==> config.mk <==
export PLATFORM = sky130hd
export DESIGN_NAME = money_scan_disp
export DESIGN_NICKNAME = d
export VERILOG_FILES = /design/src/rtl/money_disp_pkg.sv /design/src/rtl/money_scan_disp_bin2bcd.sv /design/src/rtl/money_scan_disp.sv
export SDC_FILE = /design/constraint.sdc
export NUM_CORES = 1
export LEC_CHECK = 0
export ABC_AREA = 1
export BUFFER_PORTS_ARGS = -buffer_cell sky130_fd_sc_hd__buf_2
export CORE_ASPECT_RATIO = 2
export CORE_MARGIN = 1.5
export CORE_UTILIZATION = 59
export DETAILED_ROUTE_END_ITERATION = 8
export PLACE_DENSITY = 0.79
export RECOVER_POWER = 50
export SLEW_MARGIN = 40
export SYNTH_ARGS = -nofsm -noshare
export SYNTH_HDL_FRONTEND = slang
export SYNTH_HIERARCHICAL = 1
export SYNTH_SLANG_ARGS = --single-unit
==> constraint.sdc <==
create_clock -name clk -period 2.7 [get_ports clk]
set_input_delay 0.54 -clock clk [delete_from_list [all_inputs] [get_ports clk]]
set_output_delay 0.54 -clock clk [all_outputs]
set_load 0.01 [all_outputs]
==> src/rtl/money_disp_pkg.sv <==
// Shared constants and helpers for the money display: segment encodings,
// BCD digit-count helper and the converter state type.
package money_disp_pkg;

    localparam logic [7:0] SEG_BLANK = 8'hFF;
    localparam logic [7:0] SEG_DASH  = 8'hBF;
    localparam logic [7:0] DP_MASK   = 8'h7F;

    localparam logic [7:0] SEG_DIGIT [0:9] = '{
        8'hC0, 8'hF9, 8'hA4, 8'hB0, 8'h99,
        8'h92, 8'h82, 8'hF8, 8'h80, 8'h90
    };

    typedef enum logic [1:0] {
        ST_IDLE  = 2'd0,
        ST_SHIFT = 2'd1,
        ST_DONE  = 2'd2
    } conv_state_e;

    // Decimal digits needed to show the largest integer part, 2^(val_w-1)-1.
    function automatic int nbcd(input int val_w);
        longint m;
        int     n;
        m = (longint'(1) << (val_w - 1)) - 1;
        n = 1;
        for (int i = 0; i < 20; i++) begin
            if (m >= 10) begin
                m = m / 10;
                n = n + 1;
            end
        end
        return n;
    endfunction

    function automatic logic [7:0] seg_of(input logic [3:0] d);
        return (d < 4'd10) ? SEG_DIGIT[d] : SEG_BLANK;
    endfunction

endpackage

==> src/rtl/money_scan_disp_bin2bcd.sv <==
// Sequential double-dabble converter for the integer part of the money value.
// Free-running: samples in IDLE, shifts VAL_W-1 times, flags DONE for one cycle.
module money_bin2bcd
    import money_disp_pkg::*;
#(
    parameter int VAL_W = 8,
    parameter int NBCD  = nbcd(VAL_W)
) (
    input  logic                  clk,
    input  logic                  rst_n,
    input  logic [VAL_W-1:0]      i_val,
    output logic [4*NBCD-1:0]     o_bcd,
    output logic                  o_half,
    output logic                  o_done
);

    localparam int IW = VAL_W - 1;
    localparam int CW = (VAL_W > 2) ? $clog2(VAL_W) : 1;

    conv_state_e         r_state;
    conv_state_e         w_next;
    logic [IW-1:0]       r_bin;
    logic [4*NBCD-1:0]   r_bcd;
    logic [4*NBCD-1:0]   w_adj;
    logic                r_half;
    logic [CW-1:0]       r_cnt;
    logic                r_done;
    logic                w_load;
    logic                w_shift;
    logic                w_fin;

    always_ff @(posedge clk or negedge rst_n) begin
        if (!rst_n) begin
            r_state <= ST_IDLE;
        end else begin
            r_state <= w_next;
        end
    end

    always_comb begin
        w_next = r_state;
        case (r_state)
            ST_IDLE:  w_next = ST_SHIFT;
            ST_SHIFT: if (r_cnt == '0) w_next = ST_DONE;
            ST_DONE:  w_next = ST_IDLE;
            default:  w_next = ST_IDLE;
        endcase
    end

    always_comb begin
        w_load  = (r_state == ST_IDLE);
        w_shift = (r_state == ST_SHIFT);
        w_fin   = (r_state == ST_DONE);
    end

    always_comb begin
        w_adj = r_bcd;
        for (int i = 0; i < NBCD; i++) begin
            if (r_bcd[4*i +: 4] >= 4'd5) begin
                w_adj[4*i +: 4] = r_bcd[4*i +: 4] + 4'd3;
            end
        end
    end

    always_ff @(posedge clk or negedge rst_n) begin
        if (!rst_n) begin
            r_bin  <= '0;
            r_bcd  <= '0;
            r_half <= 1'b0;
            r_cnt  <= '0;
            r_done <= 1'b0;
        end else begin
            r_done <= w_fin;
            if (w_load) begin
                r_bin  <= i_val[VAL_W-1:1];
                r_half <= i_val[0];
                r_bcd  <= '0;
                r_cnt  <= CW'(VAL_W - 2);
            end else if (w_shift) begin
                // Top BCD bit is always zero here, so dropping it is lossless.
                {r_bcd, r_bin} <= {w_adj[4*NBCD-2:0], r_bin, 1'b0};
                if (r_cnt != '0) begin
                    r_cnt <= r_cnt - 1'b1;
                end
            end
        end
    end

    assign o_bcd  = r_bcd;
    assign o_half = r_half;
    assign o_done = r_done;

endmodule

==> src/rtl/money_scan_disp.sv <==
// Multiplexed common-anode 7-segment money display: BCD conversion, display
// register with overflow flag, scan prescaler/index and per-position pattern mux.
module money_scan_disp
    import money_disp_pkg::*;
#(
    parameter int                     VAL_W    = 8,
    parameter int                     NUM_DIG  = 8,
    parameter int                     INT_DIG  = 3,
    parameter int                     SCAN_DIV = 1,
    parameter int                     BLANK_LZ = 1,
    parameter logic [8*NUM_DIG-1:0]   LABEL    = {NUM_DIG{8'hFF}}
) (
    input  logic                  clk,
    input  logic                  rst_n,
    input  logic [VAL_W-1:0]      moneyv,
    input  logic                  blank,
    output logic [NUM_DIG-1:0]    sdpsel,
    output logic [7:0]            sdpdisp,
    output logic                  ovf,
    output logic                  upd
);

    localparam int NBCD  = nbcd(VAL_W);
    localparam int IDX_W = (NUM_DIG > 1) ? $clog2(NUM_DIG) : 1;
    localparam int PRE_W = (SCAN_DIV > 1) ? $clog2(SCAN_DIV) : 1;
    localparam int NIB_N = (NBCD > NUM_DIG) ? NBCD : NUM_DIG;

    logic [4*NBCD-1:0]    w_bcd;
    logic                 w_half;
    logic                 w_done;
    logic                 w_ovf_new;

    logic [4*NBCD-1:0]    r_dbcd;
    logic                 r_dhalf;
    logic                 r_ovf;
    logic                 r_upd;

    logic [PRE_W-1:0]     r_pre;
    logic [IDX_W-1:0]     r_idx;
    logic [NUM_DIG-1:0]   r_sel;
    logic [7:0]           r_disp;

    logic [4*NIB_N-1:0]   w_pad;
    logic [3:0]           w_cur_nib;
    logic                 w_upper_nz;
    logic [8*NUM_DIG-1:0] w_lab;
    logic [7:0]           w_pat;

    money_bin2bcd #(
        .VAL_W (VAL_W),
        .NBCD  (NBCD)
    ) u_bin2bcd (
        .clk    (clk),
        .rst_n  (rst_n),
        .i_val  (moneyv),
        .o_bcd  (w_bcd),
        .o_half (w_half),
        .o_done (w_done)
    );

    always_comb begin
        w_ovf_new = 1'b0;
        for (int i = INT_DIG; i < NBCD; i++) begin
            if (w_bcd[4*i +: 4] != 4'd0) begin
                w_ovf_new = 1'b1;
            end
        end
    end

    always_ff @(posedge clk or negedge rst_n) begin
        if (!rst_n) begin
            r_dbcd  <= '0;
            r_dhalf <= 1'b0;
            r_ovf   <= 1'b0;
            r_upd   <= 1'b0;
        end else begin
            r_upd <= w_done;
            if (w_done) begin
                r_dbcd  <= w_bcd;
                r_dhalf <= w_half;
                r_ovf   <= w_ovf_new;
            end
        end
    end

    assign w_pad = (4*NIB_N)'(r_dbcd);

    // Leading-zero test covers the current nibble and every shown nibble above it.
    always_comb begin
        w_cur_nib  = 4'd0;
        w_upper_nz = 1'b0;
        for (int j = 0; j < NUM_DIG; j++) begin
            if (j == int'(r_idx) - 1) begin
                w_cur_nib = w_pad[4*j +: 4];
            end
            if ((j >= int'(r_idx) - 1) && (j < INT_DIG) && (w_pad[4*j +: 4] != 4'd0)) begin
                w_upper_nz = 1'b1;
            end
        end
    end

    always_comb begin
        w_lab = LABEL >> {r_idx, 3'b000};
        w_pat = SEG_BLANK;
        if (r_idx == '0) begin
            if (r_ovf) begin
                w_pat = SEG_DASH;
            end else begin
                w_pat = r_dhalf ? SEG_DIGIT[5] : SEG_DIGIT[0];
            end
        end else if (int'(r_idx) <= INT_DIG) begin
            if (r_ovf) begin
                w_pat = SEG_DASH;
            end else if ((BLANK_LZ != 0) && (r_idx != IDX_W'(1)) && !w_upper_nz) begin
                w_pat = SEG_BLANK;
            end else begin
                w_pat = seg_of(w_cur_nib);
            end
            if (r_idx == IDX_W'(1)) begin
                w_pat = w_pat & DP_MASK;
            end
        end else begin
            w_pat = w_lab[7:0];
        end
    end

    always_ff @(posedge clk or negedge rst_n) begin
        if (!rst_n) begin
            r_pre  <= '0;
            r_idx  <= '0;
            r_sel  <= '1;
            r_disp <= SEG_BLANK;
        end else begin
            if (r_pre == PRE_W'(SCAN_DIV - 1)) begin
                r_pre <= '0;
                r_idx <= (r_idx == IDX_W'(NUM_DIG - 1)) ? '0 : r_idx + 1'b1;
            end else begin
                r_pre <= r_pre + 1'b1;
            end
            r_sel  <= blank ? '1 : ~(NUM_DIG'(1) << r_idx);
            r_disp <= w_pat;
        end
    end

    assign sdpsel  = r_sel;
    assign sdpdisp = r_disp;
    assign ovf     = r_ovf;
    assign upd     = r_upd;

endmodule

==> out/metrics.csv, run 1 <==
stage;metric;value;unit
logic_synthesis;Mapped Area;3280;sq um
routing;drt pass-1 iters;4;
global_routing;Global Route Usage Sum;22.4;%
logic_synthesis;register area share after synthesis;45.7;%
logic_synthesis;Synth cell types;38;
logic_synthesis;Post-Syn Nets;424;
routing;routed vias/inst;5.26;
sta;Final Max Tran Viols;0;
final_layout;share of layout cells above drive strength 1;22.5;%
clocking;CTS tree;built;
final_layout;Area Growth Syn to Fin;10.1;%
sta;RSZ-0062 raised after global routing;no;
final_layout;diode count;0;
clocking;H-tree Lvls;3;
worst_setup_path;max incr delay on CP;440;ps
worst_setup_path;RR Startpoint;r_idx[0];
floorplanning;Die H;108;um
global_routing;vias in the first global route;2561;
floorplanning;Top Ports;29;
global_routing;initial antenna violation count;0;
power_and_ir_drop;leakage power;1.91;nW
power_and_ir_drop;maximum vdd drop;0.636;mV
placed_design;Buffers on Ports;27;
placed_design;RePlAce Congestion;0.926;
floorplanning;Die W;55.7;um
sta;Final Cycle Share;89.2;%
routing;DRT iter0 DRCs;64;
global_routing;first-pass GRT wire length;10400;um
routing;final antenna-violating net count;0;
worst_hold_path;critical hold path startpoint;moneyv[0];
worst_hold_path;Hold Path Sink;u_bin2bcd/o_half;
logic_synthesis;Syn Inst Count;393;
worst_setup_path;WP data required;2970;ps
logic_synthesis;post-synthesis register bit count;59;
run;maxcap violations;0;
logic_synthesis;Synth warnings;6;
placed_design;DP Wirelength;4510;um
final_layout;# nets final;458;
worst_setup_path;Top cell by count, worst path;nand2_1;
routing;DR WL/cell;12.5;um
logic_synthesis;Avg Inst Size Synth;8.33;sq um
sta;Setup Viol. Count Final;0;
clocking;Root Buffer Master;clkbuf_8;
sta;fin crit period;2410;ps
final_layout;Seq. cell area;1500;sq um
worst_setup_path;Worst Path Max Fanout;8;
floorplanning;Die Area;6030;sq um
power_and_ir_drop;P per Cell Area;570;nW/um^2
sta;final worst slack;291;ps
worst_setup_path;startpoint types;register;
worst_hold_path;hold depth;3;
worst_setup_path;crit path capture type;register;
clocking;clk sink count;59;
worst_setup_path;Worst R2R End;sdpdisp[3];
clocking;Post-CTS Resized;0;
routing;via count;2589;
worst_hold_path;Min-Delay Path Class;in2reg;
worst_setup_path;R2R depth;16;
worst_setup_path;r2r setup slk;290;ps
final_layout;cell area after layout;3610;sq um
floorplanning;core box area;5370;sq um
sta;Max Fclk;415;MHz
final_layout;Multi-input gate area;1470;sq um
sta;Slew Limit Headroom;8.06;%
clocking;Clk pin slew, worst setup/hold paths;60;ps
final_layout;Filler Cell Count;463;
routing;# DRC;0;
worst_setup_path;cells along the critical path;inv_2 -> ha_1 -> inv_1 -> nand2_4 -> nand2_8 -> nand2_2 -> nor2_2 -> nand2_1 -> nand2_1 -> nand2_1 -> a21oi_2 -> inv_1 -> ha_1 -> nand2_1 -> nand3_1 -> a21oi_1;
sta;Worst Clk Skew;5.20;ps
placed_design;Place WS;247;ps
global_routing;pin count of the biggest net entering global routing;60;
routing;routed wire length;6150;um
global_routing;GRT overflow;0;
sta;post-route setup TNS;0;ps
worst_setup_path;slowest CP cell;dfrtp_1;
clocking;clk_lat worst skew;340;ps
outcome;status;finished, final reports clean;
clocking;Longest Clk Path Bufs;2;
clocking;# hold bufs at CTS;0;
sta;Tightest Pin Transition;1380;ps
worst_setup_path;worst setup path class;reg2reg;
sta;Final Hold Violating Endpoints;0;
clocking;Inserted Clock Buffers;9;
placed_design;DP Area;3450;sq um
worst_setup_path;CP Data Arrival Time;2680;ps
clocking;postcts setup bufs;0;
floorplanning;Row Count;38;
floorplanning;Initial Util;61.0;%
==> cell type report <==
type,instances,area share [%]
sequential,59,41.5
multi-input combinational,266,40.8
inverter,61,6.59
clock buffer,14,4.51
timing repair buffer,30,4.20
tap,60,2.08
clock inverter,2,0.278
==> cells by family (layout without fill, tap and decap cells) <==
| group | Yosys count | count (layout) | share of synthesized area, % |
|---|---|---|---|
| AND/OR/NAND/NOR | 202 | 202 | 29.6 |
| buffers and inverters | 68 | 107 | 9.17 |
| flip-flops | 59 | 59 | 45.7 |
| AO/OA/AOI/OAI | 41 | 41 | 7.18 |
| adder cells (fa/ha/maj) | 20 | 20 | 7.64 |
| other | 1 | 1 | 0.114 |
| XOR/XNOR | 1 | 1 | 0.267 |
| multiplexers | 1 | 1 | 0.344 |
==> layout by cell type, fill, tap and decap left out, types with 6 or more instances in the layout <==
cell type and n:
clkbuf_8 11, dfstp_2 16, nor2_1 26, ha_1 20, inv_1 50, nand2_2 6
inv_2 8, nand2_1 110, o21ai_0 23, nand4_1 10, nand3_1 32, a21oi_1 6
dfrtp_1 42, buf_2 27
==> critical path: cells and delay by family, from the launching register on <==
family                     cells  cell delay (ps)
and+or+nand+nor                9              690
adders and majority gates      2              530
AOI/OAI and AO/OA              2              350
buffers and inverters          3              320
DFF                            1              440
==> worst max-delay path by stage <==
| stage | from | to | depth (start not counted) |
|---|---|---|---|
| 2_1_floorplan | r_idx[1] | sdpdisp[3] | 16 |
| 3_3_place_gp | r_idx[1] | sdpdisp[4] | 17 |
| 3_5_place_dp | r_idx[1] | sdpdisp[3] | 16 |
| 4_1_cts | r_idx[1] | sdpdisp[3] | 16 |
| 5_1_grt | r_idx[0] | sdpdisp[4] | 17 |
| 6_report | r_idx[0] | sdpdisp[3] | 16 |
==> metal layers <==
| metal | share of wire [%] | wire length, um | GRT usage [%] |
|---|---|---|---|
| met1 | 35 | 2160 | 18.7 |
| met2 | 58 | 3570 | 45.4 |
| met3 | 3.2 | 198 | 5.86 |
| met4 | 3.5 | 215 | 12.2 |
| met5 | 0 | 0 | 0 |
==> state kept, by name (all words and copies together), names as in the netlist <==
register           cells
r_dbcd                12
u_bin2bcd/r_state      2
u_bin2bcd/o_done       1
u_bin2bcd/o_bcd       12
upd                    1
r_dhalf                1
u_bin2bcd/r_cnt        3
r_idx                  3
sdpsel                 8
u_bin2bcd/r_bin        7
sdpdisp                8
u_bin2bcd/o_half       1
==> power by group <==
part	switching, mW	internal (mW)
sequential	0.0297	0.944
clock	0.335	0.381
combinational	0.238	0.129
==> metrics by stage <==
step | hold WS [ps] | util [%] | instances | total power, mW
after floorplan | 244 | - | 393 | 1.26
after global placement | 467 | 64.2 | 476 | 1.35
after detailed placement | 471 | 64.2 | 476 | 1.36
after CTS | 363 | 67.4 | 492 | 2.07
after global routing | 407 | 67.1 | 492 | 2.17
final | 399 | 67.1 | 492 | 2.06
==> cells in the mapped netlist <==
cell / number / area share, %
a21oi_1: 6 / 0.92
a21oi_2: 3 / 0.80
a22oi_1: 1 / 0.23
buf_12: 1 / 0.61
buf_2: 1 / 0.15
buf_4: 2 / 0.46
buf_6: 1 / 0.34
clkbuf_1: 2 / 0.23
conb_1: 1 / 0.11
dfrtp_1: 43 / 33
dfstp_2: 16 / 13
ha_1: 20 / 7.6
inv_1: 50 / 5.7
inv_2: 8 / 0.92
inv_4: 1 / 0.19
inv_6: 2 / 0.53
mux2_2: 1 / 0.34
nand2_1: 109 / 12
nand2_2: 6 / 1.1
nand2_4: 4 / 1.4
nand2_8: 1 / 0.61
nand3_1: 32 / 4.9
nand3_2: 2 / 0.61
nand3_4: 2 / 1.1
nand3b_1: 2 / 0.46
nand4_1: 10 / 1.9
nor2_1: 26 / 3.0
nor2_2: 5 / 0.95
nor2_4: 1 / 0.34
nor2_8: 1 / 0.61
nor3_1: 1 / 0.15
o211ai_1: 1 / 0.23
o21ai_0: 23 / 3.5
o21ai_1: 2 / 0.31
o21ai_2: 2 / 0.53
o221ai_1: 1 / 0.27
o22ai_1: 2 / 0.38
xnor2_1: 1 / 0.27
Power figures use the tool's default switching activity.
==> inputs of run 2 (changes only) <==
--- a/config.mk
+++ b/config.mk
@@ -6,12 +6,14 @@
 export NUM_CORES = 1
 export LEC_CHECK = 0
 export ABC_AREA = 1
+export ABC_CLOCK_PERIOD_IN_PS = 3050
 export BUFFER_PORTS_ARGS = -buffer_cell sky130_fd_sc_hd__buf_2
 export CORE_ASPECT_RATIO = 2
 export CORE_MARGIN = 1.5
-export CORE_UTILIZATION = 59
+export CORE_UTILIZATION = 64
+export CTS_CLUSTER_SIZE = 24
 export DETAILED_ROUTE_END_ITERATION = 8
-export PLACE_DENSITY = 0.79
+export PLACE_DENSITY = 0.85
 export RECOVER_POWER = 50
 export SLEW_MARGIN = 40
 export SYNTH_ARGS = -nofsm -noshare
==> constraint.sdc (replaced) <==
create_clock -name clk -period 3.05 [get_ports clk]
set_input_delay 0.61 -clock clk [delete_from_list [all_inputs] [get_ports clk]]
set_output_delay 0.61 -clock clk [all_outputs]
set_load 0.01 [all_outputs]
==> out/metrics.csv, run 2 (same netlist as run 1, synthesis figures left out) <==
stage;metric;value;unit
clocking;CTS tree;built;
sta;Final Cycle Share;84.5;%
worst_setup_path;Top cell by count, worst path;inv_1;
routing;via count;2660;
sta;Final Hold Violating Endpoints;0;
power_and_ir_drop;P per Cell Area;513;nW/um^2
sta;Tightest Pin Transition;1790;ps
power_and_ir_drop;power consumption;1.85;mW
clocking;clk sink count;59;
clocking;Post-CTS Resized;0;
sta;Worst Clk Skew;4.77;ps
clocking;postcts setup bufs;0;
placed_design;DP Wirelength;4890;um
sta;fin crit period;2580;ps
sta;Final Max Tran Viols;36;
global_routing;initial antenna violation count;0;
routing;final antenna-violating net count;0;
sta;Setup Viol. Count Final;0;
global_routing;first-pass GRT wire length;11100;um
worst_setup_path;Worst Path Max Fanout;8;
power_and_ir_drop;maximum vdd drop;0.369;mV
final_layout;share of layout cells above drive strength 1;21.9;%
sta;Slew Limit Headroom;-19.2;%
clocking;Inserted Clock Buffers;9;
worst_setup_path;cells along the critical path;inv_1 -> ha_1 -> inv_1 -> nand2_4 -> nand2_8 -> inv_2 -> nand3_2 -> nand2_2 -> inv_1 -> o21ai_0 -> a21oi_2 -> inv_1 -> ha_1 -> nand2_1 -> nand3_1 -> a21oi_1;
final_layout;Multi-input gate area;1480;sq um
sta;Max Fclk;388;MHz
run;maxcap violations;1;
clocking;Clk pin slew, worst setup/hold paths;60;ps
final_layout;# nets final;457;
global_routing;GRT overflow;0;
outcome;failing checks;capacitance limit, slew limit;
worst_setup_path;startpoint types;register;
worst_setup_path;worst setup path class;reg2reg;
routing;# DRC;0;
clocking;Longest Clk Path Bufs;2;
routing;routed wire length;6500;um
worst_setup_path;CP Data Arrival Time;2840;ps
worst_setup_path;buffers and inverters on the worst path;5;
routing;drt pass-1 iters;4;
floorplanning;Row Count;36;
sta;RSZ-0062 raised after global routing;no;
placed_design;Buffers on Ports;27;
routing;DRT iter0 DRCs;74;
worst_setup_path;cell family with most CP delay;adder cells;
final_layout;Seq. cell area;1500;sq um
final_layout;Filler Cell Count;388;
worst_setup_path;crit path capture type;register;
floorplanning;Initial Util;66.7;%
worst_setup_path;max incr delay on CP;510;ps
clocking;H-tree Lvls;3;
final_layout;commonest cells after routing, fill and taps aside;nand2_1, inv_1, dfrtp_1;
worst_setup_path;slowest CP cell;dfrtp_1;
floorplanning;Die W;53.6;um
floorplanning;Die H;104;um
clocking;# hold bufs at CTS;0;
floorplanning;Die Area;5580;sq um
routing;routed vias/inst;5.46;
placed_design;RePlAce Congestion;0.965;
final_layout;Post-Route Utilization;73.4;%
worst_hold_path;Min-Delay Path Class;in2reg;
clocking;clk_lat worst skew;340;ps
worst_setup_path;WP data required;3310;ps
floorplanning;core box area;4910;sq um
final_layout;Area Growth Syn to Fin;10.0;%
clocking;Root Buffer Master;clkbuf_8;
sta;post-route setup TNS;0;ps
final_layout;most common cell after layout, fill and taps aside;nand2_1;
routing;DR WL/cell;13.3;um
outcome;status;finished, violations left;
final_layout;diode count;0;
power_and_ir_drop;leakage power;1.91;nW
global_routing;Global Route Usage Sum;27.3;%
global_routing;vias in the first global route;2714;
floorplanning;Top Ports;29;
global_routing;pin count of the biggest net entering global routing;36;
[run 2: report_power, final]
| part | total (mW) | switching [mW] | leakage, nW | internal (mW) |
|---|---|---|---|---|
| registers | 0.863 | 0.0270 | 0.715 | 0.836 |
| clock network | 0.641 | 0.287 | 0.0953 | 0.354 |
| logic | 0.345 | 0.229 | 1.10 | 0.116 |
| total | 1.85 | 0.543 | 1.91 | 1.31 |
[run 2: path summary, 6_finish.rpt]
kind                               startpoint                  to  slack (ps)  cells past startpoint
max                                  r_idx[1]          sdpdisp[3]         470                     16
min                                 moneyv[0]    u_bin2bcd/o_half         490                      3
max reg2reg                          r_idx[1]          sdpdisp[3]         470                     16
min in group asynchronous               rst_n            r_idx[2]         750                      1
max in group asynchronous               rst_n          sdpdisp[3]         940                      2
min reg2reg                u_bin2bcd/r_bin[3]  u_bin2bcd/r_bin[4]         490                      2
[run 2: per-stage QoR]
stage | worst slack, ps | hold WS, ps | cell area [sq um] | cells
finish | 473 | 488 | 3600 | 487
global route | 285 | 481 | 3600 | 487
CTS | 499 | 352 | 3620 | 487
detailed placement | 546 | 471 | 3440 | 472
global placement | 678 | 463 | 3440 | 472
floorplan | 814 | 314 | 3280 | 393
[run 2: layout make-up]
cell class | instances | share of cell area [%]
Inverter | 61 | 6.59
Sequential cell | 59 | 41.5
Clock inverter | 2 | 0.278
Tap cell | 57 | 1.98
Multi-Input combinational cell | 266 | 41.0
Clock buffer | 13 | 4.69
Timing Repair Buffer | 29 | 3.92
[run 2: worst reg2reg max path, stage by stage (launching register included)]
cell     delay [ps]
dfrtp_1         510
inv_1           130
ha_1            240
inv_1           110
nand2_4          80
nand2_8         100
inv_2            60
nand3_2          60
nand2_2          80
inv_1            90
o21ai_0         110
a21oi_2         210
inv_1           110
ha_1            300
nand2_1          90
nand3_1          70
a21oi_1         160
[run 2: metal layers]
metal | share of wire [%] | track usage, % | wire, um
met2 | 60 | 49.0 | 3910
met5 | 0 | 0 | 0
met3 | 3.0 | 7.90 | 195
met4 | 2.8 | 17.6 | 185
met1 | 34 | 24.0 | 2210
